[src/rtl/ucsbece154a_mem_arbiter.sv]
// Round-robin arbiter for the shared instruction/data memory: writes finish in the grant cycle; reads return RD_LAT cycles later.
// Requesters wait with req held until gnt; while a read is outstanding no grants are issued.
module ucsbece154a_mem_arbiter #(
  parameter int AW     = 32,
  parameter int DW     = 32,
  parameter int RD_LAT = 1
) (
  input  logic          clk,
  input  logic          reset,
  input  logic          m0_req_i,
  input  logic          m0_we_i,
  input  logic [AW-1:0] m0_addr_i,
  input  logic [DW-1:0] m0_wdata_i,
  output logic          m0_gnt_o,
  output logic          m0_rvalid_o,
  output logic [DW-1:0] m0_rdata_o,
  input  logic          m1_req_i,
  input  logic          m1_we_i,
  input  logic [AW-1:0] m1_addr_i,
  input  logic [DW-1:0] m1_wdata_i,
  output logic          m1_gnt_o,
  output logic          m1_rvalid_o,
  output logic [DW-1:0] m1_rdata_o,
  output logic          mem_en_o,
  output logic          mem_we_o,
  output logic [AW-1:0] mem_addr_o,
  output logic [DW-1:0] mem_wdata_o,
  input  logic [DW-1:0] mem_rdata_i,
  output logic          busy_o
);

  if (RD_LAT < 1 || RD_LAT > 4) begin : g_bad_lat
    $error("ucsbece154a_mem_arbiter: RD_LAT must be in 1..4");
  end

  typedef enum logic {IDLE, RD_WAIT} state_t;

  localparam logic [1:0] LAT_INIT = 2'(RD_LAT - 1);

  state_t     state;
  logic [1:0] lat_cnt;
  logic       owner;
  logic       rr_ptr;

  logic grant;
  logic both_req;
  logic sel;
  logic sel_we;
  logic rd_done;

  // Grants are suppressed while reset is asserted so nothing launches during reset.
  always_comb begin
    both_req = m0_req_i & m1_req_i;
    sel      = both_req ? rr_ptr : m1_req_i;
    grant    = reset & (state == IDLE) & (m0_req_i | m1_req_i);
    sel_we   = sel ? m1_we_i : m0_we_i;
    rd_done  = reset & (state == RD_WAIT) & (lat_cnt == 2'd0);
  end

  always_comb begin
    m0_gnt_o    = grant & ~sel;
    m1_gnt_o    = grant & sel;
    mem_en_o    = grant;
    mem_we_o    = grant & sel_we;
    mem_addr_o  = '0;
    mem_wdata_o = '0;
    if (grant) begin
      mem_addr_o  = sel ? m1_addr_i  : m0_addr_i;
      mem_wdata_o = sel ? m1_wdata_i : m0_wdata_i;
    end
  end

  always_comb begin
    m0_rvalid_o = rd_done & ~owner;
    m1_rvalid_o = rd_done & owner;
    m0_rdata_o  = m0_rvalid_o ? mem_rdata_i : '0;
    m1_rdata_o  = m1_rvalid_o ? mem_rdata_i : '0;
    busy_o      = (state == RD_WAIT);
  end

  always_ff @(posedge clk or negedge reset) begin
    if (!reset) begin
      state   <= IDLE;
      lat_cnt <= 2'd0;
      owner   <= 1'b0;
      rr_ptr  <= 1'b0;
    end else begin
      case (state)
        IDLE: begin
          if (grant) begin
            // Priority only moves on contention; the loser goes first next time.
            if (both_req) rr_ptr <= ~sel;
            if (!sel_we) begin
              state   <= RD_WAIT;
              owner   <= sel;
              lat_cnt <= LAT_INIT;
            end
          end
        end
        RD_WAIT: begin
          if (lat_cnt == 2'd0) state <= IDLE;
          else lat_cnt <= lat_cnt - 2'd1;
        end
        default: state <= IDLE;
      endcase
    end
  end

endmodule

[config.mk]
export PLATFORM = sky130hd
export DESIGN_NAME = ucsbece154a_mem_arbiter
export DESIGN_NICKNAME = d
export VERILOG_FILES = /design/src/rtl/ucsbece154a_mem_arbiter.sv
export SDC_FILE = /design/constraint.sdc
export NUM_CORES = 1
export LEC_CHECK = 0
export CAP_MARGIN = 5
export CORE_AREA = 2 2 115 117
export DETAILED_ROUTE_END_ITERATION = 10
export DIE_AREA = 0 0 117 119
export GPL_TIMING_DRIVEN = 0
export PLACE_DENSITY = 0.52
export RECOVER_POWER = 25
export SLEW_MARGIN = 15
export SYNTH_ARGS = -nofsm -noshare
export SYNTH_HDL_FRONTEND = slang
export SYNTH_SLANG_ARGS = --single-unit
[constraint.sdc]
create_clock -name clk -period 3 [get_ports clk]
set_input_delay 0.6 -clock clk [delete_from_list [all_inputs] [get_ports clk]]
set_output_delay 0.6 -clock clk [all_outputs]
set_load 0.02 [all_outputs]
==> results_dict.tcl <==
set metrics [dict create \
    status "finished clean" \
    post_drt_wl_per_cell_um 17.4 \
    ant_nets 0 \
    ios 301 \
    crit_path_end_kind "output port" \
    peakVddDrop_mv 0.190 \
    arrival_ps 2320 \
    slowest_delay_ps 540 \
    die_y_um 119 \
    gp_congestion 0.769 \
    maxCapViolations 0 \
    num_rows 42 \
    final_hold_viol_count 0 \
    stdcell_count 663 \
    synth_top_cells_by_area "a22o_1 39%, and2_1 28%, dfrtp_1 8.6%" \
    cts_max_level 1 \
    num_vias 2630 \
    min_period_ps 2920 \
    fmax_mhz 343 \
    hold_buffers 0 \
    fill_cells 1353 \
    wirelength_um 11500 \
    insertion_delay_ps 230 \
    n_antenna_cell 0 \
    r2r-start "busy_o$_DFF_PN0_" \
    synth-warning-count 0 \
    p_leak_uw 0.00209 \
    worstReg2RegEnd "lat_cnt[0]$_DFFE_PN0P_" \
    layout.area.seq_um2 125 \
    rsz0062_at_grt "no" \
    yosysTopAreaCell "a22o_1" \
    worstSetupPathType "input port to output port" \
    synthToLayoutAreaGrowth_pct 221 \
    cp.required_ps 2400 \
    tightest_slew_ps 558 \
    finClkSkew_ps 2.09 \
    place_inst 659 \
    path_clk_slew_ps 30 \
    whs_ps 294 \
    layout.nets 655 \
    grt_pass1_wl_um 15400 \
    sequentialPowerShare_pct 7.7 \
    multi_input_area_um2 1150 \
    clock-sinks 5 \
    switchingPower_uw 480 \
    cts-root-buf "clkbuf_16" \
    route.detailed.drc 0 \
    hold_class "input port to async pin" \
    crit_path_max_fanout 10 \
    reg2reg_depth 4 \
    start_util_pct 11.3 \
    crit_buf_inv 4 \
    dieArea_um2 13900 \
    layout-drive-gt1-share_pct 6.37 \
    maxSlewViolCount 0 \
    numCtsBuffers 3 \
    power_density_nw_per_um2 261 \
    grt_pass1_vias 2698 \
    p_comb_share_pct 74.4 \
    reg2reg_slack_ps 1460 \
    cts_tree "done" \
    drtIter0Drc 95 \
    clkPwrFrac_pct 17.9 \
    netlist_area_um2 1450 \
    p_int_uw 737 \
    p_sw_share_pct 39.5 \
    pre_cts_ws_ps -527 \
    core-area_um2 12900 \
    finalSetupViolCount 0 \
    drtPass1Iterations 4 \
    power.total_uw 1220 \
    startpoint_type "input port" \
    grt_max_degree 11 \
    synth_nets 350 \
    clockBufferDepth 2 \
    syn_inst 183 \
    synthDistinctLibCells 22 \
    path_delay_family "buffers and inverters" \
    port_buffers 300 \
    dp_hpwl_um 10100 \
    avgSynthCellArea_um2 7.94 \
    synth_top_area_share_pct 38.6 \
    fp.dieW_um 117 \
    fin_crit_sh_pct 97.2 \
    relSlewSlack_pct 62.8 \
    grt_use_total_pct 14.7 \
    antenna_found_initial 0 \
    ys_seq_area_share_pct 8.61 \
    path_cells "clkdlybuf4s50_1 > nand2b_2 > and3_4 > buf_6 > clkbuf_4 > a22o_1 > dlygate4sd2_1" \
    vias_per_cell 3.97 \
    globalRouteOverflowTotal 0 \
    layout_setup_ws_ps 84.7 \
    slowest_stage "clkdlybuf4s50_1" \
    ys_ff_latch 5 \
]
[synth_stat cells]
cell       instances
and2_1            65
a22o_1            64
buf_6             11
buf_2              5
dfrtp_1            5
inv_1              5
clkbuf_1           4
nand2_1            4
nand2b_1           3
and3_4             2
nand3_1            2
nor2_2             2
o21ai_0            2
a221oi_2           1
a22oi_1            1
a2bb2oi_1          1
ha_1               1
nand2b_4           1
nor2_1             1
nor2b_4            1
o22ai_1            1
xnor2_1            1
[repair_timing]
action,CTS,global route
gates resized for setup,68,6
setup endpoints to repair,133,49
setup buffers,0,0
[per-layer routing]
metal  wire [um]  GRT usage, %
met5           0             0
met4         216          3.09
met3        1150          4.33
met2        5800          27.8
met1        4340          15.7
[flip-flops by register name, indices dropped and copies added, names as in the netlist]
register	count
rr_ptr	1
owner	1
lat_cnt	2
busy_o	1
[through the flow]
| stage | area [um2] | setup TNS, ps | util, % |
|---|---|---|---|
| after detailed placement | 4680 | -49160 | 36.3 |
| after floorplan | 1450 | 0 | - |
| final | 4670 | 0 | 36.2 |
| after global routing | 4670 | 0 | 36.2 |
| after global placement | 4680 | -45870 | 36.3 |
| after CTS | 4700 | 0 | 36.5 |
[area by class of cell]
class                   count  area share (%)
flip-flops and latches      5            2.68
clock buffers               4            1.69
inverters                   5           0.402
plain buffers              20            3.40
repair buffers            300            62.5
multi-input cells         153            24.6
well taps                 176            4.72
[power by group through the flow]
stage	registers (uW)	clock network (uW)	logic, uW
after detailed placement	93.8	0	995
after global placement	93.6	0	995
after CTS	94.5	220	936
after global routing	96.9	228	953
final	93.7	217	906
after floorplan	93.6	0	430
[how the worst max path moves through the flow]
stage | startpoint | to | cells past startpoint
finish | m0_req_i | mem_wdata_o[22] | 7
global route | m0_req_i | mem_wdata_o[3] | 7
CTS | m1_req_i | mem_addr_o[23] | 6
detailed placement | reset | mem_addr_o[11] | 7
global placement | reset | mem_addr_o[11] | 7
floorplan | reset | mem_addr_o[0] | 5
[placed cells by master (no fill, tap or decap)]
cell type | Yosys | final
a221oi_1 | 0 | 1
a22o_1 | 64 | 64
a22oi_1 | 1 | 1
a2bb2oi_1 | 1 | 1
and2_1 | 65 | 65
and3_4 | 2 | 2
buf_2 | 5 | 5
buf_6 | 11 | 9
clkbuf_1 | 4 | 4
clkbuf_16 | 0 | 3
clkbuf_2 | 0 | 5
clkbuf_4 | 0 | 1
clkdlybuf4s15_1 | 0 | 1
clkdlybuf4s15_2 | 0 | 1
clkdlybuf4s50_1 | 0 | 225
dfrtp_1 | 5 | 5
dlygate4sd2_1 | 0 | 58
dlygate4sd3_1 | 0 | 11
dlymetal6s2s_1 | 0 | 1
ha_1 | 1 | 1
inv_1 | 5 | 5
nand2_1 | 4 | 4
nand2b_1 | 3 | 3
nand2b_2 | 0 | 1
nand3_1 | 2 | 1
nand3_2 | 0 | 1
nor2_1 | 1 | 1
nor2_4 | 0 | 2
nor2b_4 | 1 | 1
o21ai_0 | 2 | 2
o22ai_1 | 1 | 1
xnor2_1 | 1 | 1
[logic make-up after synthesis]
kind of cell / share of synthesized area [%]
xor+xnor: 0.603
simple gates: 35.5
fa+ha+maj: 0.860
flops: 8.61
buf+inv: 12.6
compound gates: 41.8
No activity file was read; power rests on OpenSTA's default activity.
